`src/rtl/pipe_skid_buffer.sv`:
```
// Two-entry elastic pipeline register: main register M drives the output, skid
// register S absorbs the one word that arrives while in_ready is still falling.
module pipe_skid_buffer #(
  parameter int unsigned           WIDTH = 32,
  parameter logic [WIDTH-1:0]      INIT  = '0
) (
  input  logic             clock,
  input  logic             reset,
  input  logic             in_valid,
  output logic             in_ready,
  input  logic [WIDTH-1:0] in_data,
  output logic             out_valid,
  input  logic             out_ready,
  output logic [WIDTH-1:0] out_data
);

  typedef enum logic [1:0] {
    EMPTY = 2'd0,
    BUSY  = 2'd1,
    FULL  = 2'd2
  } state_e;

  state_e           state_q, state_d;
  logic [WIDTH-1:0] main_q, main_d;
  logic [WIDTH-1:0] skid_q, skid_d;
  logic             in_ready_q, in_ready_d;
  logic             out_valid_q, out_valid_d;
  logic             in_fire;
  logic             out_fire;

  assign in_fire  = in_valid & in_ready_q;
  assign out_fire = out_valid_q & out_ready;

  // Next state, data moves and the registered handshake outputs derived from it.
  always_comb begin
    state_d = state_q;
    main_d  = main_q;
    skid_d  = skid_q;
    unique case (state_q)
      EMPTY: begin
        if (in_fire) begin
          state_d = BUSY;
          main_d  = in_data;
        end
      end
      BUSY: begin
        if (in_fire && out_fire) begin
          main_d = in_data;
        end else if (in_fire) begin
          state_d = FULL;
          skid_d  = in_data;
        end else if (out_fire) begin
          state_d = EMPTY;
        end
      end
      FULL: begin
        if (out_fire) begin
          state_d = BUSY;
          main_d  = skid_q;
        end
      end
      default: state_d = EMPTY;
    endcase
    out_valid_d = (state_d != EMPTY);
    in_ready_d  = (state_d != FULL);
  end

  always_ff @(posedge clock or posedge reset) begin
    if (reset) begin
      state_q     <= EMPTY;
      main_q      <= INIT;
      skid_q      <= INIT;
      in_ready_q  <= 1'b0;
      out_valid_q <= 1'b0;
    end else begin
      state_q     <= state_d;
      main_q      <= main_d;
      skid_q      <= skid_d;
      in_ready_q  <= in_ready_d;
      out_valid_q <= out_valid_d;
    end
  end

  assign in_ready  = in_ready_q;
  assign out_valid = out_valid_q;
  assign out_data  = main_q;

endmodule

```
`config.mk`:
```
export PLATFORM = sky130hd
export DESIGN_NAME = pipe_skid_buffer
export DESIGN_NICKNAME = d
export VERILOG_FILES = /design/src/rtl/pipe_skid_buffer.sv
export SDC_FILE = /design/constraint.sdc
export NUM_CORES = 1
export LEC_CHECK = 0
export CAP_MARGIN = 40
export CORE_MARGIN = 3
export CORE_UTILIZATION = 43
export DETAILED_ROUTE_END_ITERATION = 12
export DONT_BUFFER_PORTS = 1
export GPL_TIMING_DRIVEN = 0
export MAX_ROUTING_LAYER = met4
export PLACE_DENSITY = 0.66
export SETUP_SLACK_MARGIN = 0.5
export SYNTH_ARGS = -nofsm -noshare
export SYNTH_HDL_FRONTEND = slang
export SYNTH_SLANG_ARGS = --single-unit
export TNS_END_PERCENT = 30
```
`constraint.sdc`:
```
create_clock -name clock -period 1.88 [get_ports clock]
set_input_delay 0.094 -clock clock [delete_from_list [all_inputs] [get_ports clock]]
set_output_delay 0.094 -clock clock [all_outputs]
set_load 0.1 [all_outputs]
```
==> impl_metrics.ini <==
[outcome]
status = finished clean

[floorplanning]
coreArea_mm2 = 0.00733
start_util_pct = 44.6
die-area_mm2 = 0.00869
die_h_um = 93.2
fp.dieW_um = 93.2
pin_count = 70
rows = 31

[grt]
grt_pass1_vias = 2113
grt_util_all_layers_pct = 16.7
grt_pass1_wl_um = 10700
grt_max_degree = 36
antenna_found_initial = 0
overflow = 0

[logic_synthesis]
yosysWarnings = 0
synth-edff-count = 0
synth_top_area_share_pct = 52.0
netlist_area_mm2 = 0.00327
yosysUniqueCellTypes = 20
ys.flop_type = dfrtp_1
synth_cells = 191
synth_nets = 227
seq_area_frac_synth_pct = 52.0
async_flop_share_pct = 100
syn_area_per_cell_um2 = 17.1
synth_area_leaders = dfrtp_1 (52%), mux2_4 (26%), mux2_2 (13%)
yosys-top-cells-count = dfrtp_1 (68), mux2_4 (57), mux2_2 (39), buf_12 (5), nand2_1 (4)
yosysMostFrequentCell = dfrtp_1
synth-seq-cells = 68
yosysTopAreaCell = dfrtp_1

[sta]
grt_setup_unrepaired = yes
skew_ns = 0.0139
worstMarginPinSlew_ns = 0.900
min_period_ns = 1.76
fin_ws_ns = 0.120
setup_violations = 0
maxSlewHeadroom_pct = 40.0
hold_viol = 0
period_share_pct = 93.6
slew_viol_final = 0
max_freq_mhz = 568

[worst_setup_path]
worstPathRequired_ns = 2.10
criticalPathCategory = register to register
crit_path_max_fanout = 10
path_cells = a21boi_4 > o32ai_4 > buf_6 > buf_12 > mux2_4
cp.arrival_ns = 1.98
cp-start-kind = register
critPathSlowestCell = dfrtp_4
crit_path_end_kind = register
cp_slowest_stage_delay_ns = 0.65

[finish]
num-nets-final = 303
antennaDiodeCount = 0
fill_cells = 501
final_layout_size_suffix_gt1_share_pct = 57.7
syn_to_final_growth_pct = 45.0

[routing]
dr.pass1.iters = 4
drc_errors = 0
drtIter0Drc = 59
ant_nets = 0
via_count = 1830
wl_per_cell_um = 17.4
drt_wl_total_um = 6440
drt-vias-per-instance = 4.93

[clock_network]
cts_htree_levels = 3
cts-root-buf = clkbuf_8
clockBufferDepth = 2
numCtsBuffers = 9
clk_latency_ns = 0.34
cts_tree = done
cts_sinks = 68
cts.clk_slew.worst_paths_ns = 0.08

[placement]
dp_hpwl_um = 4310
port-buffer-count = 0
place.gp.congestion = 0.736
dp_slack_ns = -0.0463

[min_path]
hold_class = input port to register

[flow_run]
drv_cap = 0
## flip-flops by register name, summed over array words and instances, names as in the netlist
name       flops
out_data      32
skid_q        32
state_q        2
in_ready       1
out_valid      1
## layout make-up
| class | count | area, um^2 | area share [%] |
|---|---|---|---|
| sequential | 68 | 1710 | 36.0 |
| inverter | 1 | 7.51 | 0.158 |
| tap | 99 | 124 | 2.61 |
| buffer | 10 | 160 | 3.38 |
| clock inverter | 4 | 95.1 | 2.00 |
| clock buffer | 12 | 155 | 3.27 |
| multi-input combinational | 112 | 1440 | 30.3 |
| timing repair buffer | 65 | 1060 | 22.3 |
## repair_timing
| item | CTS | global route |
|---|---|---|
| gates resized for setup | 3 | 1 |
| hold endpoints to repair | 69 | 2 |
| endpoints found under the setup margin | 71 | 75 |
| cloned | 0 | 0 |
| pin swaps | 2 | 2 |
| buffers inserted | 4 | 0 |
| hold buffers | 35 | 2 |
## worst paths after layout
| kind | from | end | slack, ns | cells past startpoint |
|---|---|---|---|---|
| min in group asynchronous | reset | skid_q[28]$_DFFE_PP0P_ | 0.36 | 2 |
| worst min-delay path | in_data[8] | out_data[8]$_DFFE_PP0P_ | 0.02 | 2 |
| worst min register to register | state_q[0]$_DFF_PP0_ | state_q[0]$_DFF_PP0_ | 0.50 | 1 |
| worst max register to register | out_valid$_DFF_PP0_ | out_data[1]$_DFFE_PP0P_ | 0.12 | 5 |
| max in group asynchronous | reset | out_data[18]$_DFFE_PP0P_ | 0.91 | 3 |
| worst max-delay path | out_valid$_DFF_PP0_ | out_data[1]$_DFFE_PP0P_ | 0.12 | 5 |
## critical path: cells and delay by family (launching register included)
kind                   cells  cell delay, ns
flip-flops                 1            0.65
AO/OA/AOI/OAI              2            0.36
buffers and inverters      2            0.31
multiplexers               1            0.30
## stage by stage
stage               hold WS [ns]  utilization [%]  cells  TNS, ns  instance area, um^2
floorplan                  0.234                -    191        0                 3300
global placement           0.237             46.7    290    -1.33                 3430
detailed placement         0.135             55.7    314    -1.10                 4080
CTS                      0.00277             64.4    369        0                 4720
global route            0.000571             64.7    371        0                 4740
finish                    0.0175             64.7    371        0                 4740
## layer usage
metal | share of wire, % | routed length, um | global-route usage [%]
met2 | 52 | 3330 | 27.7
met5 | 0 | 0 | -
met1 | 43 | 2790 | 19.0
met3 | 3.7 | 236 | 4.59
met4 | 1.3 | 85 | 6.96
## cells in the final DEF (no fill, tap or decap), drive strengths merged
master	synthesis	final
a21boi	2	2
clkinv	0	1
a31oi	1	1
nand2	4	4
a22o	1	1
bufinv	0	3
o22ai	1	1
nand2b	1	1
o32ai	1	1
buf	10	38
clkinvlp	0	1
dfrtp	68	68
o21ai	1	1
mux2	96	96
clkbuf	0	12
and3b	1	1
a21oi	2	2
and4	1	1
dlygate4sd3	0	37
## kinds of logic (layout without fill, tap and decap cells)
family / after synthesis / after routing / share of synthesized area [%]
mux: 96 / 96 / 39.6
flops: 68 / 68 / 52.0
compound gates: 9 / 9 / 2.52
buf+inv: 11 / 92 / 4.66
simple gates: 7 / 7 / 1.26
Power is not shown: default switching activity piles up to over one toggle a cycle in this logic, so the estimate is an artifact.
